==> src/rtl/instr_to_imm_if.sv <==
// Request/response bundle for the RV64 immediate generator.
// master: decode controller side; slave: immediate generator side.
interface instr_to_imm_if #(
  parameter int XLEN = 64
);
  // Request: raw instruction, format select, request strobe
  logic [31:0]     instr_i;
  logic [2:0]      ext_op;
  logic            in_valid;
  // Response: registered immediate, update strobe, reserved-format flag
  logic [XLEN-1:0] imm;
  logic            out_valid;
  logic            err;

  modport master (
    output instr_i,
    output ext_op,
    output in_valid,
    input  imm,
    input  out_valid,
    input  err
  );

  modport slave (
    input  instr_i,
    input  ext_op,
    input  in_valid,
    output imm,
    output out_valid,
    output err
  );
endinterface

==> src/rtl/instr_to_imm.sv <==
// RV64 immediate generator: builds the I/U/S/B/J/shamt/zimm immediate
// selected by ext_op and registers it one cycle after a valid request.
// Ports: clk, rst_n (sync, active-low), bus (slave: instr_i, ext_op,
//   in_valid in; imm, out_valid, err out).
module instr_to_imm #(
  parameter int XLEN = 64
) (
  input logic           clk,
  input logic           rst_n,
  instr_to_imm_if.slave bus
);

  typedef enum logic [2:0] {
    EXT_I     = 3'd0,
    EXT_U     = 3'd1,
    EXT_S     = 3'd2,
    EXT_B     = 3'd3,
    EXT_J     = 3'd4,
    EXT_SHAMT = 3'd5,
    EXT_ZIMM  = 3'd6,
    EXT_RSVD  = 3'd7
  } ext_e;

  logic [31:0]     ins;
  logic            sgn;
  ext_e            op;

  logic [XLEN-1:0] imm_i_w;
  logic [XLEN-1:0] imm_u_w;
  logic [XLEN-1:0] imm_s_w;
  logic [XLEN-1:0] imm_b_w;
  logic [XLEN-1:0] imm_j_w;
  logic [XLEN-1:0] imm_sh_w;
  logic [XLEN-1:0] imm_z_w;

  logic [XLEN-1:0] imm_d;
  logic [XLEN-1:0] imm_q;
  logic            err_d;
  logic            err_q;
  logic            vld_q;

  assign ins = bus.instr_i;
  assign sgn = ins[31];
  assign op  = ext_e'(bus.ext_op);

  // Signed formats replicate instr[31] into every upper bit
  assign imm_i_w = {{(XLEN-12){sgn}}, ins[31:20]};

  assign imm_u_w = {{(XLEN-32){sgn}}, ins[31:12], 12'b0};

  assign imm_s_w = {{(XLEN-12){sgn}},
                    ins[31:25], ins[11:7]};

  assign imm_b_w = {{(XLEN-13){sgn}}, ins[31],
                    ins[7], ins[30:25],
                    ins[11:8], 1'b0};

  assign imm_j_w = {{(XLEN-21){sgn}}, ins[31],
                    ins[19:12], ins[20],
                    ins[30:21], 1'b0};

  // 6-bit RV64 shift amount and CSR zimm are unsigned
  assign imm_sh_w = {{(XLEN-6){1'b0}}, ins[25:20]};

  assign imm_z_w = {{(XLEN-5){1'b0}}, ins[19:15]};

  always_comb begin
    imm_d = '0;
    err_d = 1'b0;
    case (op)
      EXT_I:     imm_d = imm_i_w;
      EXT_U:     imm_d = imm_u_w;
      EXT_S:     imm_d = imm_s_w;
      EXT_B:     imm_d = imm_b_w;
      EXT_J:     imm_d = imm_j_w;
      EXT_SHAMT: imm_d = imm_sh_w;
      EXT_ZIMM:  imm_d = imm_z_w;
      EXT_RSVD: begin
        imm_d = '0;
        err_d = 1'b1;
      end
      default: begin
        imm_d = '0;
        err_d = 1'b1;
      end
    endcase
  end

  // imm/err hold across idle cycles; out_valid pulses per request
  always_ff @(posedge clk) begin
    if (!rst_n) begin
      imm_q <= '0;
      err_q <= 1'b0;
      vld_q <= 1'b0;
    end else begin
      vld_q <= bus.in_valid;
      if (bus.in_valid) begin
        imm_q <= imm_d;
        err_q <= err_d;
      end
    end
  end

  assign bus.imm       = imm_q;
  assign bus.err       = err_q;
  assign bus.out_valid = vld_q;

endmodule

==> src/flat_wrapper.sv <==
// flat-port wrapper written by rule: the top's interface ports become plain ports
module instr_to_imm_flat 
#(
  parameter int XLEN = 64
)
  (clk, rst_n, bus_instr_i, bus_ext_op, bus_in_valid, bus_imm, bus_out_valid, bus_err);
  instr_to_imm_if #(.XLEN(XLEN)) bus_i ();
  input logic clk;
  input logic rst_n;
  input wire logic [$bits(bus_i.instr_i)-1:0] bus_instr_i;
  input wire logic [$bits(bus_i.ext_op)-1:0] bus_ext_op;
  input wire logic [$bits(bus_i.in_valid)-1:0] bus_in_valid;
  output wire logic [$bits(bus_i.imm)-1:0] bus_imm;
  output wire logic [$bits(bus_i.out_valid)-1:0] bus_out_valid;
  output wire logic [$bits(bus_i.err)-1:0] bus_err;
  assign bus_i.instr_i = bus_instr_i;
  assign bus_i.ext_op = bus_ext_op;
  assign bus_i.in_valid = bus_in_valid;
  assign bus_imm = bus_i.imm;
  assign bus_out_valid = bus_i.out_valid;
  assign bus_err = bus_i.err;
  instr_to_imm #(.XLEN(XLEN)) u_core (.clk(clk), .rst_n(rst_n), .bus(bus_i));
endmodule
==> config.mk <==
export PLATFORM = sky130hd
export DESIGN_NAME = instr_to_imm_flat
export DESIGN_NICKNAME = d
export VERILOG_FILES = /design/src/rtl/instr_to_imm_if.sv /design/src/rtl/instr_to_imm.sv /design/src/flat_wrapper.sv
export SDC_FILE = /design/constraint.sdc
export NUM_CORES = 1
export LEC_CHECK = 0
export ABC_AREA = 1
export CORE_ASPECT_RATIO = 0.5
export CORE_UTILIZATION = 43
export CTS_BUF_LIST = sky130_fd_sc_hd__clkbuf_4 sky130_fd_sc_hd__clkbuf_8
export DETAILED_ROUTE_END_ITERATION = 16
export PLACE_DENSITY = 0.92
export RECOVER_POWER = 50
export SLEW_MARGIN = 20
export SYNTH_ARGS = -nofsm -noshare
export SYNTH_HDL_FRONTEND = slang
export SYNTH_SLANG_ARGS = --single-unit
==> constraint.sdc <==
create_clock -name clk -period 3.26 [get_ports clk]
set_input_delay 0.978 -clock clk [delete_from_list [all_inputs] [get_ports clk]]
set_output_delay 0.978 -clock clk [all_outputs]
set_load 0.01 [all_outputs]
==> summary.txt, run 1 <==
Total wire length: 5.35 mm
Clock Sinks: 34
Commonest non-fill, non-tap cell in the layout: clkdlybuf4s50_1
Setup crit end kind: register
Die width: 95.0 um
Most frequent cells in the layout: clkdlybuf4s50_1, nor2_1, dlygate4sd3_1
Most used cell, CP: nand2_1
Initial Util: 0.462
VDD IR-drop max: 0.254 mV
Outcome: finished, final reports clean
Die height: 48.5 um
Largest net degree at the start of global routing: 34
Final period utilization: 0.848
Power Density: 435 nW/um2
Data required time of the worst path: 3.46 ns
Port bufs: 96
WP data arrival: 2.96 ns
Number of max-cap violations: 0
Startpoint Class: input pin
Net Count, Synth: 302
Netlist Area Pre-Place: 1860 um2
Hold slack: 0.500 ns
Fmax achieved: 362 MHz
Yosys cell types: 21
Lkg Pwr: 1.23 nW
Worst Path Buf+Inv: 3
Gpl congestion: 0.828
Area growth from synthesis to layout: 47.9%
Setup WS pre-CTS: 0.592 ns
DRC: 0
Postcts setup bufs: 0
Final WS setup: 0.495 ns
Row count: 16
Critical path's largest stage delay: 0.99 ns
RSZ-0062 raised after global routing: no
Post-CTS sizing: 0
Final min period: 2.77 ns
CP top delay family: buffers and inverters
Yosys Warn Count: 0
CTS tree: done
Tightest Pin Transition: 0.704 ns
CTS Buf Count: 5
Avg WL per Cell: 14.1 um
H-tree Lvls: 2
First-pass GRT wire length: 8.59 mm
Bufs on Longest Clock Path: 2
Syn_area_per_cell: 7.05 um2
Final setup violation count: 0
Slew Viols, Final: 0
# nets final: 364
CTS clk-pin slew, worst paths: 0.07 ns
Core Area: 4020 um2
Hold Path Class: register to register
CP Class: input pin to register
Post-Layout Cell Count: 381
Die Footprint: 4610 um2
Setup TNS Final: 0 ns
CP Cell Sequence: dlygate4sd3_1 -> clkbuf_1 -> nand2_1 -> nand3b_1 -> nand2_1 -> inv_1
Global Route Usage Sum: 0.242
Vias per cell: 5.27
Worst Skew: 0 ns
Syn Inst Count: 264
Clk root buf: clkbuf_8
HPWL after DPL: 3.76 mm
Initial DRT Pass Iterations: 5
Total global routing overflow: 0
# diodes: 0
Worst-skew pair later-pin latency: 0.29 ns
Register area share after synthesis: 0.366
Total number of vias: 2006
Final hold vios: 0
Dpl cells: 373
Antenna violations before repair: 0
Slowest stage cell, crit path: dlygate4sd3_1
I/O pins: 104
Hold_buf cts: 0
ANT nets after route: 0
Relative slew slack: 0.529
CP Max Fanout: 19
Share of cells above drive strength 1: 0.0550
Vias in the first global route: 1851
DRT iter0 DRCs: 133
Number of synthesized register bits: 34
-- registers in the layout, summed over array words and instances (netlist names) --
name	flops
u_core.bus.imm	32
u_core.bus.err	1
u_core.bus.out_valid	1
-- kinds of logic after synthesis --
logic type / synth area share
DFF: 0.366
AOI/OAI and AO/OA: 0.147
buffers and inverters: 0.231
and+or+nand+nor: 0.256
-- worst paths after layout --
check	startpoint	to	slack, ns	cells past startpoint
setup / recovery	bus_in_valid	u_core.bus.imm[3]	0.49	6
hold / removal	u_core.bus.imm[9]	u_core.bus.imm[9]	0.50	2
setup reg to reg	u_core.bus.imm[3]	u_core.bus.imm[3]	2.59	4
hold reg to reg	u_core.bus.imm[9]	u_core.bus.imm[9]	0.50	2
-- metal layers --
metal	GRT usage	wire length [um]
met3	0.0692	540
met4	0.0934	73
met5	0	0
met1	0.271	2050
met2	0.435	2690
-- stage by stage --
stage	total power, W	util	instance area, um2
finish	0.00120	0.684	2750
global route	0.00124	0.684	2750
CTS	0.00121	0.685	2760
detailed placement	0.000727	0.649	2610
global placement	0.000718	0.649	2610
floorplan	0.000604	-	1860
-- tightest hold or removal path, stage by stage (launching register included) --
cell and delay [ns]:
dfxtp_1 0.32, nand3_1 0.07, o31ai_1 0.06
-- cells in the mapped netlist --
master	number	area, um2
o21ai_0	34	170
inv_2	1	3.75
nor2_1	50	188
nand4_1	9	56.3
buf_6	2	22.5
nand3_4	1	17.5
nand2_1	18	67.6
buf_2	7	35.0
inv_1	27	101
dfxtp_1	34	681
clkinv_1	1	3.75
nand3b_1	4	30.0
nand3_1	19	95.1
clkbuf_1	5	18.8
o21ai_2	1	8.76
buf_4	32	240
nor2_4	1	11.3
a21oi_1	10	50.1
nand3_2	1	10.0
clkbuf_2	1	5.00
o31ai_1	6	45.0
-- power breakdown --
group	leakage [nW]	switching, W	internal (W)
Clock	0.0714	0.000160	0.000326
Sequential	0.281	0.0000122	0.000442
Combinational	0.882	0.000127	0.000129
-- cell type report --
| type | count | area, um2 |
|---|---|---|
| Timing Repair Buffer | 102 | 1000 |
| Multi-Input combinational cell | 154 | 749 |
| Tap cell | 54 | 67.6 |
| Sequential cell | 34 | 681 |
| Clock inverter | 2 | 60.1 |
| Inverter | 29 | 109 |
| Clock buffer | 6 | 82.6 |
| Fill cell | 300 | 1270 |
No activity file was read; power rests on OpenSTA's default activity.
==> inputs of run 2 (changes only) <==
- CORE_UTILIZATION: 43 -> 36
- PLACE_DENSITY: 0.92 -> 0.83
- clock period: 3.26 -> 2.3 ns (I/O delays scaled with it)
==> run 2 against run 1 <==
Effect of this change:
- via count is 7.9% lower
- critical path depth is 4 lower
- combinational power grew 41%
- core utilization down 13 points
- non-clock buffer count grew 4
- clock-buffer cell count grew 1
- first-iteration DRC count is 38% lower
- power grew 23%
- sequential cell count unchanged
- setup slack worse by 0.37 ns
- final cell count is 5.2% higher
- largest power group is now sequential cells
==> summary.txt, run 2 (synthesis gave the netlist of run 1 again) <==
Final min period: 2.18 ns
Data required time of the worst path: 1.61 ns (-1.85 ns)
Pint: 0.00107 W (+19%)
Final hold vios: 0 (unchanged)
DRC: 0 (unchanged)
Initial DRT Pass Iterations: 4 (-1)
Core Area: 4950 um2 (+23%)
Clock Sinks: 34 (unchanged)
CP Max Fanout: 33 (+14)
Slew Viols, Final: 0 (unchanged)
Vias per cell: 4.61 (-13%)
Hold Path Origin: u_core.bus.imm[5]
DRT iter0 DRCs: 83 (-38%)
Clk root buf: clkbuf_8
Avg WL per Cell: 12.2 um (-13%)
Setup WS pre-CTS: 0.137 ns (-0.455 ns)
Psw: 0.000408 W (+36%)
Gpl congestion: 0.837 (+1.1%)
CTS tree: done
Vias in the first global route: 1666 (-10%)
Total wire length: 4.91 mm (-8.3%)
HPWL after DPL: 3.67 mm (-2.2%)
WP data arrival: 1.49 ns (-1.47 ns)
Setup crit end kind: output pin
Util after Layout: 0.556 (-0.128)
First-pass GRT wire length: 7.70 mm (-10%)
Cell count of the worst reg-to-reg path: 2 (-2)
Relative slew slack: 0.748 (+0.219)
CP Class: register to output pin
Cells on Worst Hold Path: 2 (unchanged)
Reg power frac: 0.437 (+0.057)
VDD IR-drop max: 0.230 mV (-9.4%)
Most frequent cells in the layout: clkdlybuf4s50_1, nor2_1, dlygate4sd3_1
Power Density: 536 nW/um2 (+23%)
Die width: 104 um (+9.1%)
Tightest Pin Transition: 0.377 ns (-0.327 ns)
H-tree Lvls: 2 (unchanged)
Overall Power: 0.00148 W (+23%)
Comb pwr share: 0.245 (+0.031)
Row count: 18 (+2)
CTS Buf Count: 5 (unchanged)
Hold Path Class: register to register
ANT nets after route: 0 (unchanged)
Number of max-cap violations: 0 (unchanged)
R2R setup slack: 1.61 ns (-0.98 ns)
Hold_buf cts: 0 (unchanged)
Global Route Usage Sum: 0.181 (-0.0614)
Setup TNS Final: 0 ns (unchanged)
RSZ-0062 raised after global routing: no
Final setup violation count: 0 (unchanged)
Fmax achieved: 459 MHz
Post-CTS sizing: 0 (unchanged)
Lkg Pwr: 1.23 nW (about the same)
Switching Fraction: 0.276 (+0.0263)
Largest net degree at the start of global routing: 34 (unchanged)
CTS clk-pin slew, worst paths: 0.07 ns (about the same)
# diodes: 0 (unchanged)
Die height: 52.8 um (+8.9%)
Total global routing overflow: 0 (unchanged)
Antenna violations before repair: 0 (unchanged)
Hold Path Sink: u_core.bus.imm[5]
Commonest non-fill, non-tap cell in the layout: clkdlybuf4s50_1
# nets final: 368 (+1.1%)
Bufs on Longest Clock Path: 2 (unchanged)
Reg2reg start: u_core.bus.imm[25]
Max FFs per register: 32 (unchanged)
Clock power frac: 0.319 (-0.087)
Postcts setup bufs: 0 (unchanged)
Port bufs: 96 (unchanged)
Share of cells above drive strength 1: 0.0665 (+0.0114)
Final period utilization: 0.947
Initial Util: 0.376 (-0.0869)
Hold slack: 0.478 ns (-0.0222 ns)
Total number of vias: 1847 (-7.9%)
Die Footprint: 5480 um2 (+19%)
Outcome: finished, final reports clean
I/O pins: 104 (unchanged)
Startpoint Class: register
Worst Skew: 0 ns (unchanged)
Area growth from synthesis to layout: 48.0% (about the same)
Final WS setup: 0.122 ns (-0.373 ns)
Worst-skew pair later-pin latency: 0.28 ns (about the same)
Capturing point of the worst reg2reg path: u_core.bus.imm[25]
[run 2: changes by cell type in the layout (fill, tap and decap cells not counted), sizes merged]
cell / before / now
clkbuf: 7 / 8
bufinv: 2 / 0
buf: 5 / 9
clkinv: 1 / 2
[run 2: layer usage]
layer | wire length [um] | vias to the layer above | global-route usage
met2 | 2410 | 49 | 0.333
met5 | 0 | - | 0
met4 | 20 | 0 | 0.0643
met1 | 2240 | 836 | 0.209
li1 | - | 960 | -
met3 | 240 | 2 | 0.0484
[run 2: final cells by class]
class / count / area [um2]
Clock buffer: 7 / 90.1
Clock inverter: 1 / 5.00
Fill cell: 444 / 2200
Inverter: 29 / 109
Multi-Input combinational cell: 154 / 749
Sequential cell: 34 / 681
Tap cell: 70 / 87.6
Timing Repair Buffer: 106 / 1030
[run 2: critical path, cell delays in order, from the launching register on]
cell and delay, ns:
dfxtp_1 0.33, buf_4 0.27, clkdlybuf4s50_1 0.60
[run 2: power groups by stage]
stage / registers [W] / clock network [W] / logic [W]
6_report: 0.000644 / 0.000470 / 0.000361
5_1_grt: 0.000648 / 0.000508 / 0.000394
4_1_cts: 0.000646 / 0.000479 / 0.000377
3_5_place_dp: 0.000659 / 0 / 0.000376
3_3_place_gp: 0.000658 / 0 / 0.000368
2_1_floorplan: 0.000681 / 0 / 0.000175
[run 2: metrics by stage]
stage / instance area (um2) / std cells
2_1_floorplan: 1860 / 264
3_3_place_gp: 2660 / 393
3_5_place_dp: 2660 / 393
4_1_cts: 2760 / 401
5_1_grt: 2750 / 401
6_report: 2750 / 401
[run 2: worst max-delay path by stage]
stage                  startpoint  slack, ns                  to
5_1_grt        u_core.bus.imm[62]       0.04         bus_imm[35]
2_1_floorplan  u_core.bus.imm[62]       0.50         bus_imm[32]
3_3_place_gp        bus_ext_op[0]       0.21  u_core.bus.imm[24]
4_1_cts        u_core.bus.imm[62]       0.10         bus_imm[48]
6_report       u_core.bus.imm[62]       0.12         bus_imm[53]
3_5_place_dp        bus_ext_op[0]       0.14  u_core.bus.imm[10]
==> inputs of run 3 (changes only) <==
- CORE_ASPECT_RATIO: 0.5 -> not set
- GPL_TIMING_DRIVEN: not set -> 0
- SKIP_LAST_GASP: not set -> 1
==> run 3 against run 2 <==
Effect of this change:
- via count is 12% higher
- maximum frequency is 1.9% lower
- first-iteration DRC count is 89% higher
- final cell count is 8.0% higher
- critical path type unchanged
- largest cell class unchanged
==> summary.txt, run 3 (synthesis gave the netlist of run 1 again) <==
CTS tree: done
CTS clk-pin slew, worst paths: 0.06 ns (about the same)
Clock Sinks: 34 (unchanged)
Port bufs: 94 (-2.1%)
Global Route Usage Sum: 0.197 (+0.0162)
Final setup violation count: 0 (unchanged)
Hold Path Class: register to register
CTS Buf Count: 5 (unchanged)
Worst-skew pair later-pin latency: 0.28 ns (about the same)
Number of max-cap violations: 0 (unchanged)
Critical path's largest stage delay: 0.54 ns (-0.06 ns)
Area growth from synthesis to layout: 62.5%
Startpoint Class: register
CP Class: register to output pin
Initial Util: 0.384 (+0.00824)
Final period utilization: 0.966 (+0.0186)
Avg WL per Cell: 12.2 um (-0.58%)
Clk root buf: clkbuf_8
Power Density: 570 nW/um2 (+6.5%)
ANT nets after route: 0 (unchanged)
Comb pwr share: 0.226 (-0.019)
Slew Viols, Final: 0 (unchanged)
Psw: 0.000421 W (+3.3%)
I/O pins: 104 (unchanged)
# diodes: 0 (unchanged)
Worst Skew: 0 ns (unchanged)
Fmax achieved: 450 MHz (-1.9%)
Most frequent cells in the layout: clkdlybuf4s50_1, nor2_1, dlygate4sd3_1
Slowest stage cell, crit path: dfxtp_4
Total global routing overflow: 0 (unchanged)
Data required time of the worst path: 1.61 ns (about the same)
CP top delay family: buffers and inverters
Row count: 25 (+7)
VDD IR-drop max: 0.423 mV (+84%)
Outcome: finished, final reports clean
CP Max Fanout: 34 (+3.0%)
Initial DRT Pass Iterations: 4 (unchanged)
Bufs on Longest Clock Path: 2 (unchanged)
WP data arrival: 1.53 ns (+0.04 ns)
Final hold vios: 0 (unchanged)
Commonest non-fill, non-tap cell in the layout: clkdlybuf4s50_1
Largest net degree at the start of global routing: 35 (+2.9%)
Setup WS pre-CTS: -0.185 ns (-0.322 ns)
Final min period: 2.22 ns (+0.0429 ns)
Vias per cell: 4.76 (+3.3%)
Relative slew slack: 0.696 (-0.0520)
Max FFs per register: 32 (unchanged)
CP Cell Sequence: buf_4 -> clkdlybuf4s50_1
Hold_buf cts: 0 (unchanged)
Reg power frac: 0.377 (-0.060)
DRT iter0 DRCs: 157 (+89%)
First-pass GRT wire length: 8.14 mm (+5.6%)
Overall Power: 0.00172 W (+17%)
Worst Path Buf+Inv: 2 (unchanged)
Die width: 73.9 um (-29%)
Pint: 0.00130 W (+22%)
Tightest Pin Transition: 0.456 ns (+0.0790 ns)
Final WS setup: 0.0791 ns (-0.0429 ns)
H-tree Lvls: 2 (unchanged)
Total number of vias: 2060 (+12%)
Core Area: 4850 um2 (-2.1%)
Share of cells above drive strength 1: 0.148 (+0.0811)
# nets final: 403 (+9.5%)
Setup crit end kind: output pin
Vias in the first global route: 1834 (+10%)
Antenna violations before repair: 0 (unchanged)
Lkg Pwr: 1.42 nW (+15%)
Die height: 73.9 um (+40%)
DRC: 0 (unchanged)
Switching Fraction: 0.244 (-0.0321)
Die Footprint: 5460 um2 (-0.32%)
Clock power frac: 0.396 (+0.077)
HPWL after DPL: 4.01 mm (+9.1%)
Total wire length: 5.27 mm (+7.4%)
Gpl congestion: 0.890 (+6.4%)
RSZ-0062 raised after global routing: no
-- run 3: changes by cell type in the layout (fill, tap and decap cells not counted), moves of 2 or more --
| cell | previous run | this run |
|---|---|---|
| buf_2 | 0 | 6 |
| bufinv_16 | 0 | 2 |
| buf_4 | 9 | 32 |
| buf_6 | 0 | 2 |
| clkdlybuf4s50_1 | 61 | 59 |
| clkbuf_1 | 1 | 6 |
-- run 3: worst paths after layout --
kind / startpoint / endpoint / slack [ns] / cells after the start
max: u_core.bus.imm[62] / bus_imm[38] / 0.08 / 2
min: u_core.bus.imm[5] / u_core.bus.imm[5] / 0.47 / 2
max reg2reg: u_core.bus.imm[62] / u_core.bus.imm[62] / 1.48 / 2
min reg2reg: u_core.bus.imm[5] / u_core.bus.imm[5] / 0.47 / 2
-- run 3: worst min-delay path, cell delays in order, from the launching register on --
cell	delay, ns
dfxtp_1	0.31
nand3_1	0.07
nand2_1	0.05
-- run 3: per-stage QoR --
stage               utilization  TNS (ns)  instances  hold slack, ns  cell area, um2
floorplan                     -         0        264           0.493            1860
global placement          0.595     -3.47        425           0.460            2890
detailed placement        0.595     -5.32        425           0.463            2890
global route              0.623         0        433           0.495            3020
CTS                       0.625         0        433           0.474            3030
finish                    0.623         0        433           0.466            3020
-- run 3: power by group through the flow --
| stage | sequential (W) | combinational [W] | clock (W) |
|---|---|---|---|
| after floorplan | 0.000681 | 0.000175 | 0 |
| after global placement | 0.000665 | 0.000400 | 0 |
| after detailed placement | 0.000666 | 0.000408 | 0 |
| after CTS | 0.000653 | 0.000407 | 0.000692 |
| after global routing | 0.000656 | 0.000423 | 0.000717 |
| final | 0.000650 | 0.000390 | 0.000683 |
-- run 3: layout make-up --
cell class	instances	area (um2)
clock inverter	2	60.1
inverter	29	109
timing repair buffer	94	941
sequential	34	684
tap	67	83.8
multi-input combinational	154	742
clock buffer	6	82.6
fill	439	1830
buffer	47	320
-- run 3: repair_timing --
| action | 4_1_cts | 5_1_grt |
|---|---|---|
| endpoints found under the hold margin | 0 | 0 |
| gates resized for setup | 2 | 0 |
| setup buffers | 0 | 0 |
| setup endpoints to repair | 33 | 0 |
-- run 3: per-layer routing --
layer,global-route usage,vias up,routed length [um]
li1,-,1026,-
met1,0.238,906,2260
met2,0.331,118,2420
met3,0.0521,10,494
met4,0.0791,0,97
met5,0,-,0
